## config.mk

```make
export PLATFORM = sky130hd
export DESIGN_NAME = pc_fetch_unit
export DESIGN_NICKNAME = d
export VERILOG_FILES = /design/src/rtl/fetch_pkg.sv /design/src/rtl/fetch_fifo.sv /design/src/rtl/pc_fetch_unit.sv
export SDC_FILE = /design/constraint.sdc
export NUM_CORES = 1
export LEC_CHECK = 0
export CAP_MARGIN = 15
export CORE_ASPECT_RATIO = 1.4
export CORE_UTILIZATION = 50
export CTS_CLUSTER_SIZE = 40
export DETAILED_ROUTE_END_ITERATION = 12
export GPL_ROUTABILITY_DRIVEN = 0
export PLACE_DENSITY = 0.87
export SYNTH_ARGS = -nofsm -noshare
export SYNTH_HDL_FRONTEND = slang
export SYNTH_SLANG_ARGS = --single-unit
export TNS_END_PERCENT = 20
```

## constraint.sdc

```tcl
create_clock -name clk -period 4 [get_ports clk]
set_clock_uncertainty 0.15 [all_clocks]
set_input_delay 0.8 -clock clk [delete_from_list [all_inputs] [get_ports clk]]
set_output_delay 0.8 -clock clk [all_outputs]
set_load 0.01 [all_outputs]
```

## src/rtl/fetch_pkg.sv

```systemverilog
// Shared types and sizing helpers for the instruction fetch unit.
package fetch_pkg;

  localparam int DEF_ADDR_W     = 32;
  localparam int DEF_DATA_W     = 32;
  localparam int DEF_FIFO_DEPTH = 4;
  localparam int CNT_W          = $clog2(DEF_FIFO_DEPTH) + 1;

  typedef enum logic [1:0] {
    S_IDLE  = 2'd0,
    S_FETCH = 2'd1,
    S_STALL = 2'd2
  } fetch_state_t;

  typedef struct packed {
    logic [DEF_ADDR_W-1:0] pc;
    logic [DEF_DATA_W-1:0] instr;
  } fetch_entry_t;

  // Occupancy counters must hold the value DEPTH itself, hence the extra bit.
  function automatic int cnt_w(input int depth);
    return $clog2(depth) + 1;
  endfunction

endpackage

```

## src/rtl/fetch_fifo.sv

```systemverilog
// Prefetch FIFO of {pc, instr} entries; a pop on a full FIFO frees room for a
// same-cycle push, and flush empties it in one cycle.
module fetch_fifo
  import fetch_pkg::*;
#(
  parameter int  DEPTH   = 4,
  parameter type entry_t = fetch_entry_t,
  parameter int  CW      = cnt_w(DEPTH)
) (
  input  logic          clk,
  input  logic          rst_n,
  input  logic          push_i,
  input  entry_t        wdata_i,
  input  logic          pop_i,
  input  logic          flush_i,
  output entry_t        rdata_o,
  output logic [CW-1:0] count_o,
  output logic          full_o,
  output logic          empty_o
);

  localparam int PW = $clog2(DEPTH);

  entry_t        mem_q [DEPTH];
  logic [PW-1:0] wr_ptr_q;
  logic [PW-1:0] rd_ptr_q;
  logic [CW-1:0] count_q;
  logic          do_push;
  logic          do_pop;

  assign empty_o = (count_q == '0);
  assign full_o  = (count_q == CW'(DEPTH));
  assign do_pop  = pop_i && !empty_o;
  assign do_push = push_i && (!full_o || do_pop);
  assign count_o = count_q;
  assign rdata_o = empty_o ? '0 : mem_q[rd_ptr_q];

  always_ff @(posedge clk or negedge rst_n) begin
    if (!rst_n) begin
      wr_ptr_q <= '0;
      rd_ptr_q <= '0;
      count_q  <= '0;
    end else if (flush_i) begin
      wr_ptr_q <= '0;
      rd_ptr_q <= '0;
      count_q  <= '0;
    end else begin
      if (do_push) wr_ptr_q <= wr_ptr_q + PW'(1);
      if (do_pop)  rd_ptr_q <= rd_ptr_q + PW'(1);
      count_q <= count_q + CW'(do_push) - CW'(do_pop);
    end
  end

  always_ff @(posedge clk) begin
    if (do_push && !flush_i) mem_q[wr_ptr_q] <= wdata_i;
  end

endmodule

```

## src/rtl/pc_fetch_unit.sv

```systemverilog
// Program counter and in-order instruction fetch with credit-limited issue,
// branch redirect/flush and discard of stale in-flight responses.
//
//   state   | meaning
//   S_IDLE  | first cycle after reset release, no request issued
//   S_FETCH | issuing requests while credit is available
//   S_STALL | fetch_en low, issue halted; in-flight responses still land
module pc_fetch_unit
  import fetch_pkg::*;
#(
  parameter int              ADDR_W     = 32,
  parameter int              DATA_W     = 32,
  parameter int              PC_STEP    = 1,
  parameter int              FIFO_DEPTH = 4,
  parameter logic [ADDR_W-1:0] RESET_PC = '0
) (
  input  logic              clk,
  input  logic              reset,
  input  logic              fetch_en,
  input  logic              branch_valid,
  input  logic [ADDR_W-1:0] branch_target,
  output logic              imem_req,
  output logic [ADDR_W-1:0] imem_addr,
  input  logic              imem_gnt,
  input  logic              imem_rvalid,
  input  logic [DATA_W-1:0] imem_rdata,
  output logic              if_valid,
  input  logic              if_ready,
  output logic [ADDR_W-1:0] if_pc,
  output logic [DATA_W-1:0] if_instr,
  output logic [ADDR_W-1:0] pc_out
);

  localparam int CW = cnt_w(FIFO_DEPTH);
  // Discards can pile up across several back-to-back redirects on a slow memory.
  localparam int DW = CW + 4;
  localparam logic [ADDR_W-1:0] STEP = ADDR_W'(PC_STEP);

  typedef struct packed {
    logic [ADDR_W-1:0] pc;
    logic [DATA_W-1:0] instr;
  } entry_t;

  fetch_state_t      state_q, state_d;
  logic [ADDR_W-1:0] fetch_pc_q, fetch_pc_d;
  logic [ADDR_W-1:0] resp_pc_q, resp_pc_d;
  logic [CW-1:0]     out_q, out_d;
  logic [DW-1:0]     disc_q, disc_d;
  logic              br_hold_q;

  logic              granted;
  logic              resp_live;
  logic              resp_drop;
  logic              push;
  logic              pop;
  logic              fifo_full;
  logic              fifo_empty;
  logic [CW-1:0]     occ;
  logic [CW:0]       in_use;
  entry_t            wentry;
  entry_t            head;

  assign in_use    = {1'b0, occ} + {1'b0, out_q};
  assign imem_req  = (state_q == S_FETCH) && fetch_en && !br_hold_q &&
                     (in_use < (CW+1)'(FIFO_DEPTH));
  assign imem_addr = fetch_pc_q;
  assign granted   = imem_req && imem_gnt;
  assign resp_drop = imem_rvalid && (disc_q != '0);
  assign resp_live = imem_rvalid && (disc_q == '0);
  assign push      = resp_live && !branch_valid;
  assign pop       = if_valid && if_ready;
  assign wentry    = '{pc: resp_pc_q, instr: imem_rdata};

  assign if_valid  = !fifo_empty;
  assign if_pc     = head.pc;
  assign if_instr  = head.instr;
  assign pc_out    = fetch_pc_q;

  fetch_fifo #(
    .DEPTH   (FIFO_DEPTH),
    .entry_t (entry_t),
    .CW      (CW)
  ) u_fifo (
    .clk     (clk),
    .rst_n   (reset),
    .push_i  (push),
    .wdata_i (wentry),
    .pop_i   (pop),
    .flush_i (branch_valid),
    .rdata_o (head),
    .count_o (occ),
    .full_o  (fifo_full),
    .empty_o (fifo_empty)
  );

  always_comb begin
    state_d = state_q;
    case (state_q)
      S_IDLE:  state_d = S_FETCH;
      S_FETCH: if (!fetch_en) state_d = S_STALL;
      S_STALL: if (fetch_en)  state_d = S_FETCH;
      default: state_d = S_IDLE;
    endcase
  end

  always_comb begin
    fetch_pc_d = fetch_pc_q;
    resp_pc_d  = resp_pc_q;
    out_d      = out_q + CW'(granted) - CW'(resp_live);
    disc_d     = disc_q - DW'(resp_drop);
    if (granted)   fetch_pc_d = fetch_pc_q + STEP;
    if (resp_live) resp_pc_d  = resp_pc_q + STEP;
    // Everything still live, including a same-cycle grant, becomes stale.
    if (branch_valid) begin
      fetch_pc_d = branch_target;
      resp_pc_d  = branch_target;
      disc_d     = disc_q - DW'(resp_drop) + DW'(out_d);
      out_d      = '0;
    end
  end

  always_ff @(posedge clk or negedge reset) begin
    if (!reset) begin
      state_q    <= S_IDLE;
      fetch_pc_q <= RESET_PC;
      resp_pc_q  <= RESET_PC;
      out_q      <= '0;
      disc_q     <= '0;
      br_hold_q  <= 1'b0;
    end else begin
      state_q    <= state_d;
      fetch_pc_q <= fetch_pc_d;
      resp_pc_q  <= resp_pc_d;
      out_q      <= out_d;
      disc_q     <= disc_d;
      br_hold_q  <= branch_valid;
    end
  end

  a_rvalid_expected: assert property (@(posedge clk) disable iff (!reset)
    imem_rvalid |-> ((out_q != '0) || (disc_q != '0)));

  a_no_overflow: assert property (@(posedge clk) disable iff (!reset)
    (push && fifo_full) |-> pop);

endmodule

```

==> metrics.yaml <==
status: "complete, no violations"
final_max_slew_viol_count: 0
io_buffers: 200
hold_ws_ns: 0.220
cp-end-kind: "register"
antenna_left: 0
nets: 1219
arrival_ns: 4.27
max_freq_mhz: 251
io_pins: 201
synth_seq_cells: 340
via_per_inst: 5.60
syn_to_final_growth_pct: 23.7
dr.pass1.iters: 5
synth.distinct_cells: 45
wl_mm: 30.8
die_y_um: 206
synth_edf_count: 256
drc_errors: 0
hold_viol: 0
diodes: 0
synth.yosys.seq_area_share: 0.661
fin_crit_sh: 0.995
start_util: 0.508
synthesis.nets: 1024
tightest_slew_ns: 0.967
cts_buffer_depth: 3
netlist_instances: 933
avgSynthCellArea_um2: 15.9
vdd_ir_drop_max_mv: 0.438
rows: 74
clk_pin_slew_ns: 0.07
worst_setup_path_start_kind: "register"
grt_pass1_vias: 8904
rsz0062_at_grt: "yes"
hold_buffers: 0
async_reset_ff_frac: 0.247
grt_first_pass_wirelength_mm: 48.2
yosys_warnings: 0
gr-usage-all-layers: 0.207
final_cell_mix: "edfxtp_1, clkdlybuf4s50_1, dfrtp_1"
criticalPathCategory: "reg -> reg"
finalCriticalPeriod_ns: 3.98
numCtsBuffers: 31
setup_viol: 0
tns_ns: 0
insertion_delay_ns: 0.58
grt_max_degree: 75
clock_sinks: 340
power_density_mw_per_mm2: 552
max_cap_viol_count: 0
cts_tree: "yes"
dp_hpwl_mm: 20.4
crit_required_ns: 4.29
syn_area_mm2: 0.0148
grt-ovfl-total: 0
die_area_mm2: 0.0303
path_max_fanout: 3
drtIter0Drc: 588
final_common_cell: "edfxtp_1"
timing.final.ws_setup_ns: 0.0201
core_mm2: 0.0292
htreeDepth: 1
antenna_found_initial: 0
worst_hold_path_type: "in -> async"
root_buffer: "clkbuf_16"
drive_gt1_frac: 0.176
maxSlewHeadroom: 0.355
synth_flop_cell: "edfxtp_1"
die_w_um: 147
wire_per_inst_um: 20.1
leakagePower_nw: 6.22
vias: 8579
pre_cts_slack_ns: -0.433
-- cell type report --
type | count | area [um^2]
clock buffers | 38 | 802
clock inverters | 20 | 200
fillers | 2050 | 10800
inverters | 29 | 109
multi-input cells | 493 | 4600
flip-flops and latches | 340 | 9790
well taps | 380 | 475
repair buffers | 233 | 2330
-- synthesized netlist by cell type, drive strengths merged, types with 2 or more instances --
cell type | n | area, um^2
mux2i | 2 | 20.0
dfrtp | 84 | 2100
inv | 29 | 109
ha | 17 | 213
a21oi | 6 | 30.0
nand2b | 13 | 81.3
xor2 | 28 | 245
nor2b | 5 | 31.3
nor3b | 3 | 27.5
and3 | 6 | 37.5
or3 | 7 | 43.8
xnor2 | 29 | 254
o21ai | 10 | 50.1
nor3 | 26 | 145
mux4 | 64 | 1440
nand4 | 18 | 119
nand3 | 22 | 110
nand2 | 33 | 124
and4 | 4 | 35.0
mux2 | 30 | 338
nor4 | 15 | 130
or4 | 5 | 41.3
o31a | 20 | 175
a21boi | 9 | 67.6
o21a | 9 | 67.6
buf | 49 | 317
edfxtp | 256 | 7690
a31oi | 9 | 56.3
and2 | 71 | 444
clkbuf | 22 | 82.6
fa | 3 | 60.1
nor2 | 25 | 93.8
-- layer usage --
| metal | vias to the layer above | track usage | share of wire |
|---|---|---|---|
| met5 | - | 0 | 0 |
| met1 | 4349 | 0.248 | 0.39 |
| li1 | 3916 | - | - |
| met3 | 66 | 0.0237 | 0.045 |
| met4 | 0 | 0.0784 | 0.028 |
| met2 | 248 | 0.379 | 0.54 |
-- registers in the layout, indices dropped and copies added (netlist names) --
signal	count
imem_addr	32
u_fifo.mem_q	256
br_hold_q	1
u_fifo.rd_ptr_q	2
u_fifo.count_o	3
state_q	2
out_q	3
u_fifo.wr_ptr_q	2
resp_pc_q	32
disc_q	7
-- logic make-up after synthesis --
kind of cell    synth area share
compound gates            0.0312
xor+xnor                  0.0337
flops                      0.661
buf+inv                   0.0343
simple gates               0.100
fa+ha+maj                 0.0184
mux                        0.121
-- power breakdown --
part | internal (mW) | switching (mW) | leakage, nW
Clock | 1.68 | 1.25 | 0.482
Sequential | 3.97 | 0.243 | 3.28
Combinational | 1.68 | 1.30 | 2.46
-- critical path, stage by stage (launching register included) --
cell	delay, ns
dfrtp_1	0.42
ha_2	0.21
or4_4	0.53
or4_4	0.53
ha_4	0.24
inv_2	0.06
ha_4	0.12
inv_2	0.04
fa_2	0.37
xnor2_2	0.16
xnor2_2	0.16
ha_1	0.32
nor2b_2	0.16
o21ai_2	0.07
buf_4	0.17
xor2_1	0.15
-- final timing paths --
check | startpoint | to | slack, ns | depth (start not counted)
min | reset | resp_pc_q[9]$_DFFE_PN0P_ | 0.22 | 1
min in group clk | resp_pc_q[29]$_DFFE_PN0P_ | u_fifo.mem_q[2][61]$_DFFE_PP_ | 0.40 | 0
min reg2reg | resp_pc_q[29]$_DFFE_PN0P_ | u_fifo.mem_q[2][61]$_DFFE_PP_ | 0.40 | 0
max | out_q[2]$_DFF_PN0_ | disc_q[3]$_DFF_PN0_ | 0.02 | 15
max reg2reg | out_q[2]$_DFF_PN0_ | disc_q[3]$_DFF_PN0_ | 0.02 | 15
max in group asynchronous | reset | imem_addr[30]$_DFFE_PN0P_ | 2.69 | 2
-- metrics by stage --
step / cell area [um^2] / cells / utilization / total power [mW]
2_1_floorplan: 14800 / 933 / - / 5.86
3_3_place_gp: 17200 / 1473 / 0.590 / 7.16
3_5_place_dp: 17200 / 1473 / 0.590 / 7.23
4_1_cts: 18300 / 1532 / 0.627 / 10.2
5_1_grt: 18300 / 1533 / 0.628 / 10.6
6_report: 18300 / 1533 / 0.628 / 10.1
-- repair_timing --
item                       in CTS  in global routing
setup endpoints to repair       4                 10
setup buffers                   1                  1
resized for setup              13                  6
pin swaps                       9                  6
(Power assumes the default switching activity.)
